File: src/rtl/mul3_mac_vec_gadget.sv
// Masked ternary (mod 3) multiply-add / multiply-accumulate over LANES lanes,
// built from HPC2 gadgets on d-share Boolean masked coefficients.

// HPC2 gadget: 'b' is consumed one cycle before 'a', output valid 2 cycles after 'b'.
// With IS_OR set, it computes a | b via De Morgan (share 0 inverted on both sides).
module mul3_hpc2_gadget #(
    parameter int D     = 2,
    parameter bit IS_OR = 1'b0
) (
    input  logic                   clk,
    input  logic [D-1:0]           a,
    input  logic [D-1:0]           b,
    input  logic [D*(D-1)/2-1:0]   r,
    output logic [D-1:0]           c
);
    localparam int NR = D*(D-1)/2;
    localparam int NO = D*(D-1);
    localparam logic [D-1:0] FLIP = {{(D-1){1'b0}}, IS_OR};

    // index of the shared random bit for the unordered pair {i, j}
    function automatic int pair_idx(input int i, input int j);
        int lo;
        int hi;
        lo = (i < j) ? i : j;
        hi = (i < j) ? j : i;
        return lo*D - (lo*(lo+1))/2 + (hi - lo - 1);
    endfunction

    // index of the ordered off-diagonal pair (i, j), i != j
    function automatic int ord_idx(input int i, input int j);
        return i*(D-1) + ((j < i) ? j : j-1);
    endfunction

    logic [D-1:0]  a_eff;
    logic [D-1:0]  b_eff;
    logic [D-1:0]  b_reg;
    logic [D-1:0]  self_reg;
    logic [D-1:0]  c_sum;
    logic [NR-1:0] r_reg;
    logic [NO-1:0] br_reg;
    logic [NO-1:0] neg_reg;
    logic [NO-1:0] pos_reg;

    assign a_eff = a ^ FLIP;
    assign b_eff = b ^ FLIP;

    always_ff @(posedge clk) begin
        b_reg    <= b_eff;
        r_reg    <= r;
        self_reg <= a_eff & b_reg;
        for (int i = 0; i < D; i++) begin
            for (int j = 0; j < D; j++) begin
                if (i != j) begin
                    br_reg[ord_idx(i, j)]  <= b_eff[j] ^ r[pair_idx(i, j)];
                    neg_reg[ord_idx(i, j)] <= ~a_eff[i] & r_reg[pair_idx(i, j)];
                    pos_reg[ord_idx(i, j)] <= a_eff[i] & br_reg[ord_idx(i, j)];
                end
            end
        end
    end

    // every cross term is registered before it is folded into an output share
    always_comb begin
        c_sum = self_reg;
        for (int i = 0; i < D; i++) begin
            for (int j = 0; j < D; j++) begin
                if (i != j) begin
                    c_sum[i] = c_sum[i] ^ neg_reg[ord_idx(i, j)] ^ pos_reg[ord_idx(i, j)];
                end
            end
        end
    end

    assign c = c_sum ^ FLIP;
endmodule

module mul3_mac_vec_gadget #(
    parameter int D     = 2,
    parameter int LANES = 4
) (
    input  logic                              clk,
    input  logic                              rst,
    input  logic                              in_valid,
    output logic                              in_ready,
    input  logic                              mode_acc,
    input  logic                              acc_clear,
    input  logic [LANES*2*D-1:0]              e_in,
    input  logic [LANES*2*D-1:0]              v_in,
    input  logic [LANES*2*D-1:0]              a_in,
    input  logic [LANES*6*(D*(D-1)/2)-1:0]    rnd,
    output logic                              out_valid,
    output logic [LANES*2*D-1:0]              out_data
);
    localparam int NR = D*(D-1)/2;
    localparam int W  = 2*D;
    localparam logic [D-1:0] ONE0 = {{(D-1){1'b0}}, 1'b1};

    logic [4:0]           tok_valid_reg;
    logic [4:0]           tok_mode_reg;
    logic                 acc_in_flight;
    logic                 any_in_flight;
    logic                 accept;
    logic                 use_acc;
    logic [LANES*W-1:0]   a_op;
    logic [LANES*W-1:0]   core_out;
    logic [LANES*W-1:0]   acc_reg;
    logic [LANES*W-1:0]   out_data_reg;
    logic                 out_valid_reg;

    assign acc_in_flight = |(tok_valid_reg & tok_mode_reg);
    assign any_in_flight = |tok_valid_reg;
    // an accumulate beat needs an empty pipeline; a stream beat only needs no accumulate in flight
    assign in_ready = ~rst & ~acc_in_flight & ~(in_valid & mode_acc & any_in_flight);
    assign accept   = in_valid & in_ready;

    assign use_acc = mode_acc & ~acc_clear;
    assign a_op    = use_acc ? acc_reg : a_in;

    always_ff @(posedge clk) begin
        if (rst) begin
            tok_valid_reg <= '0;
            tok_mode_reg  <= '0;
        end else begin
            tok_valid_reg <= {tok_valid_reg[3:0], accept};
            tok_mode_reg  <= {tok_mode_reg[3:0], mode_acc};
        end
    end

    always_ff @(posedge clk) begin
        if (rst) begin
            out_valid_reg <= 1'b0;
            out_data_reg  <= '0;
            acc_reg       <= '0;
        end else begin
            out_valid_reg <= tok_valid_reg[4];
            if (tok_valid_reg[4]) begin
                out_data_reg <= core_out;
            end
            if (tok_valid_reg[4] & tok_mode_reg[4]) begin
                acc_reg <= core_out;
            end
        end
    end

    assign out_valid = out_valid_reg;
    assign out_data  = out_data_reg;

    for (genvar gi = 0; gi < LANES; gi++) begin : g_lane
        logic [D-1:0] e0, e1, v0, v1, a0, a1;
        logic [D-1:0] e0_d1_reg;
        logic [D-1:0] w_d1_reg;
        logic [D-1:0] t_d4_reg;
        logic [D-1:0] a0_pipe_reg [1:5];
        logic [D-1:0] a1_pipe_reg [1:5];
        logic [D-1:0] r0_pipe_reg [3:5];
        logic [D-1:0] r1_pipe_reg [4:5];
        logic [D-1:0] r0, r1, t, m, u, xn, nt, or_out, c1, s0, s1;

        assign e0 = e_in[gi*W +: D];
        assign e1 = e_in[gi*W + D +: D];
        assign v0 = v_in[gi*W +: D];
        assign v1 = v_in[gi*W + D +: D];
        assign a0 = a_op[gi*W +: D];
        assign a1 = a_op[gi*W + D +: D];

        // data-path shares need no reset: stale contents are masked by the token pipeline
        always_ff @(posedge clk) begin
            e0_d1_reg      <= e0;
            w_d1_reg       <= e1 ^ v1;
            a0_pipe_reg[1] <= a0;
            a1_pipe_reg[1] <= a1;
            for (int k = 2; k <= 5; k++) begin
                a0_pipe_reg[k] <= a0_pipe_reg[k-1];
                a1_pipe_reg[k] <= a1_pipe_reg[k-1];
            end
            r0_pipe_reg[3] <= r0;
            r0_pipe_reg[4] <= r0_pipe_reg[3];
            r0_pipe_reg[5] <= r0_pipe_reg[4];
            r1_pipe_reg[4] <= r1;
            r1_pipe_reg[5] <= r1_pipe_reg[4];
            t_d4_reg       <= t;
        end

        // product nonzero flag r0 = e0 & v0 (cycle 2), sign r1 = (e1 ^ v1) & r0 (cycle 3)
        mul3_hpc2_gadget #(.D(D), .IS_OR(1'b0)) u_g0 (
            .clk (clk), .a (e0_d1_reg), .b (v0),
            .r (rnd[(gi*6+0)*NR +: NR]), .c (r0)
        );
        mul3_hpc2_gadget #(.D(D), .IS_OR(1'b0)) u_g1 (
            .clk (clk), .a (r0), .b (w_d1_reg),
            .r (rnd[(gi*6+1)*NR +: NR]), .c (r1)
        );

        // both-nonzero flag t (cycle 3) and both-negative flag m (cycle 4)
        mul3_hpc2_gadget #(.D(D), .IS_OR(1'b0)) u_g2 (
            .clk (clk), .a (r0), .b (a0_pipe_reg[1]),
            .r (rnd[(gi*6+2)*NR +: NR]), .c (t)
        );
        mul3_hpc2_gadget #(.D(D), .IS_OR(1'b0)) u_g3 (
            .clk (clk), .a (r1), .b (a1_pipe_reg[2]),
            .r (rnd[(gi*6+3)*NR +: NR]), .c (m)
        );

        // u = t & (signs equal); c1 = ~(~t | m) = t & ~m, both at cycle 5
        assign xn = r1 ^ a1_pipe_reg[3] ^ ONE0;
        assign nt = t ^ ONE0;
        mul3_hpc2_gadget #(.D(D), .IS_OR(1'b0)) u_g4 (
            .clk (clk), .a (t_d4_reg), .b (xn),
            .r (rnd[(gi*6+4)*NR +: NR]), .c (u)
        );
        mul3_hpc2_gadget #(.D(D), .IS_OR(1'b1)) u_g5 (
            .clk (clk), .a (m), .b (nt),
            .r (rnd[(gi*6+5)*NR +: NR]), .c (or_out)
        );
        assign c1 = or_out ^ ONE0;

        // sum mod 3: s0 = x0^y0^(t & x1==y1), s1 = x1^y1^(t & ~(x1&y1))
        assign s0 = r0_pipe_reg[5] ^ a0_pipe_reg[5] ^ u;
        assign s1 = r1_pipe_reg[5] ^ a1_pipe_reg[5] ^ c1;
        assign core_out[gi*W +: W] = {s1, s0};
    end
endmodule

File: config.mk
export PLATFORM = sky130hd
export DESIGN_NAME = mul3_mac_vec_gadget
export DESIGN_NICKNAME = d
export VERILOG_FILES = /design/src/rtl/mul3_mac_vec_gadget.sv
export SDC_FILE = /design/constraint.sdc
export NUM_CORES = 1
export LEC_CHECK = 0
export CORE_MARGIN = 3
export CORE_UTILIZATION = 35
export CTS_BUF_LIST = sky130_fd_sc_hd__clkbuf_2
export CTS_CLUSTER_SIZE = 30
export DETAILED_ROUTE_END_ITERATION = 12
export DONT_BUFFER_PORTS = 1
export PLACE_DENSITY = 0.49
export RECOVER_POWER = 100
export SYNTH_ARGS = -nofsm -noshare
export SYNTH_HDL_FRONTEND = slang
export SYNTH_SLANG_ARGS = --single-unit
File: constraint.sdc
create_clock -name clk -period 1.6 [get_ports clk]
set_input_delay 0.16 -clock clk [delete_from_list [all_inputs] [get_ports clk]]
set_output_delay 0.16 -clock clk [all_outputs]
set_load 0.01 [all_outputs]
==> run metrics <==
status=finished with violations; failing checks=hold timing, setup timing; Clock Path Buffers=3; Fin. Hold Viols=16; FP Rows=67; Synth top cells by count=dfxtp_1, xor2_1, nor2b_1, and2_1, xnor2_1; overall routing resource usage=12.1%; Die Wd=192 µm; first-pass GRT wire length=34700 µm; Starting Density=35.9%; Hold-fix buffers, CTS=160; area grow syn2layout=26.4%; top cells by area, synth=dfxtp_1, xor2_1, nor2b_1; VDD IR-drop max=623 µV; fin nets=1264; drt first pass iters=4; fin cells=1697; Crit. End Element=output pin; crit path max fanout=2; TritonCTS clock tree=done; cell chain of the critical path=a22oi_2 > nand3_2 > a31oi_1 > buf_4; Netlist cell types=29; CTS buffer count=105; maximum clock frequency=498 MHz; RSZ-0062 raised after global routing=true; Pleak=6.64 nW; setup violators final=1; overall power=23.0 mW; Hold WS=-281 ps; critical path arrival=1850 ps; Final Util=45.4%; Seq. cell area=8610 µm²; final antenna-violating net count=0; sequential element share of the synthesized area=70.3%; Post-Syn Nets=990; Initial DRC Count=139; number of synthesized flops with an enable pin=0; Most used DFF post-synth=dfxtp_1; initial antenna violation count=2; fin. max-slew vios=0; Root Buffer=clkbuf_2; vias in the first global route=7086; share of cells above drive strength 1=16.9%; clk slew on worst S/H paths=100 ps; Synth Register Bits=427; core area=33900 µm²; Ys Warns=0; DR vias/cell=3.97; Largest register FFs=39; Clock Skews=34.7 ps; dpl hpwl=13300 µm; Worst-Skew Late Latency=910 ps; port bufs=0; Bufs and invs on worst path=1; H-tree depth=3; clock sink count=427; fraction of registers with async set/reset=0%; drt drc=0; Hold Path Class=input pin to flip-flop; slowest CP cell=dfxtp_2; fin crit share=126%; area share of the largest cell type after synthesis=70.3%; pin count of the biggest net entering global routing=29; Final Worst Setup Slack=-409 ps; worst path required time=1440 ps; slowest stage delay, CP=340 ps; Ports=95; multi-input logic area=3460 µm²; Worst Setup Start Kind=flip-flop; Largest delay share family, worst path=compound AO/OA/AOI/OAI gates; dpl cells=1355; synthesized area per cell=13.4 µm²; Fillers=3265; area leader, netlist=dfxtp_1; via count=6741; Total Die Area=37000 µm²; die span in y=192 µm; Synth Instances=905; setup TNS=-409 ps; WL/cell=12.6 µm; Max-cap violations=0; GR Overflow Total=0; count leader, synth=dfxtp_1; Tmin final=2010 ps; WS Path Type=flip-flop to output pin; Post-Synthesis Cell Area=12200 µm²; Slew @ Worst Pin=540 ps; Slew HR=63.8%; gpl congestion=0.673; Detailed Route WL=21500 µm; power per cell area=1500 nW/µm²
==> area by class of cell <==
cell class,count,area share [%]
Sequential cell,427,56.0
Multi-Input combinational cell,430,22.5
Timing Repair Buffer,178,11.4
Clock buffer,147,4.78
Tap cell,448,3.65
Inverter,37,0.903
Clock inverter,26,0.643
Antenna cell,4,0.0651
==> per-stage QoR <==
stage               worst slack, ps  area [µm²]
global placement                278       12800
CTS                            -612       15400
global route                   -622       15400
floorplan                       340       12200
finish                         -409       15400
detailed placement              231       12800
==> repair_timing <==
item,in CTS,in global routing
gates cloned,0,0
pin swaps,4,5
setup buffers,4,2
endpoints found under the hold margin,155,20
gates resized for setup,35,9
endpoints found under the setup margin,18,16
==> path summary, 6_finish.rpt <==
check / from / endpoint / slack, ps / cells past startpoint
max: tok_mode_reg[1]$_SDFF_PP0_ / in_ready / -410 / 4
max reg2reg: tok_valid_reg[4]$_SDFF_PP0_ / out_data[6]$_SDFFE_PP0P_ / 200 / 5
min reg2reg: g_lane[2].a1_pipe_reg[0][2]$_DFF_P_ / g_lane[2].a1_pipe_reg[0][4]$_DFF_P_ / 310 / 0
min: rst / out_data[1]$_SDFFE_PP0P_ / -280 / 4
==> cells in the final DEF (no fill, tap or decap), types with 2 or more instances in the layout <==
master	count
a22oi_2	2
and2_0	32
and2_1	36
buf_12	4
buf_4	12
clkbuf_1	5
clkbuf_2	147
clkinv_1	22
dfxtp_1	406
dfxtp_2	6
dfxtp_4	15
diode_2	4
dlygate4sd3_1	157
ha_1	8
inv_1	36
inv_2	4
mux2_2	16
nand2_1	17
nand3_1	16
nor2b_1	77
o21ai_0	16
o311ai_1	15
or3_1	16
xnor2_1	44
xnor3_1	16
xor2_1	108
==> kinds of logic (layout without fill, tap and decap cells) <==
family	Yosys count	after routing	synth area share [%]
buf+inv	48	388	1.58
flops	427	427	70.3
compound gates	37	37	2.10
simple gates	201	201	9.85
xor+xnor	168	168	13.9
mux	16	16	1.48
other cells	0	4	0
fa+ha+maj	8	8	0.823
==> where the power goes <==
group	total [mW]	internal, mW	switching (mW)
Clock	6.35	2.43	3.92
Sequential	13.1	12.4	0.692
Combinational	3.55	1.89	1.66
Total	23.0	16.8	6.27
==> per-layer routing <==
layer	vias to the layer above	share of wire, %	global-route usage [%]
li1	3480	-	-
met5	-	0	0
met4	0	2.5	5.66
met1	3076	43	13.7
met3	52	5.2	4.47
met2	133	50	20.4
==> worst min-delay path: stages <==
cell and delay (ps):
buf_12 70, buf_12 90, buf_12 170, o311ai_1 90
Note: power is estimated with default switching activity, not from simulation.
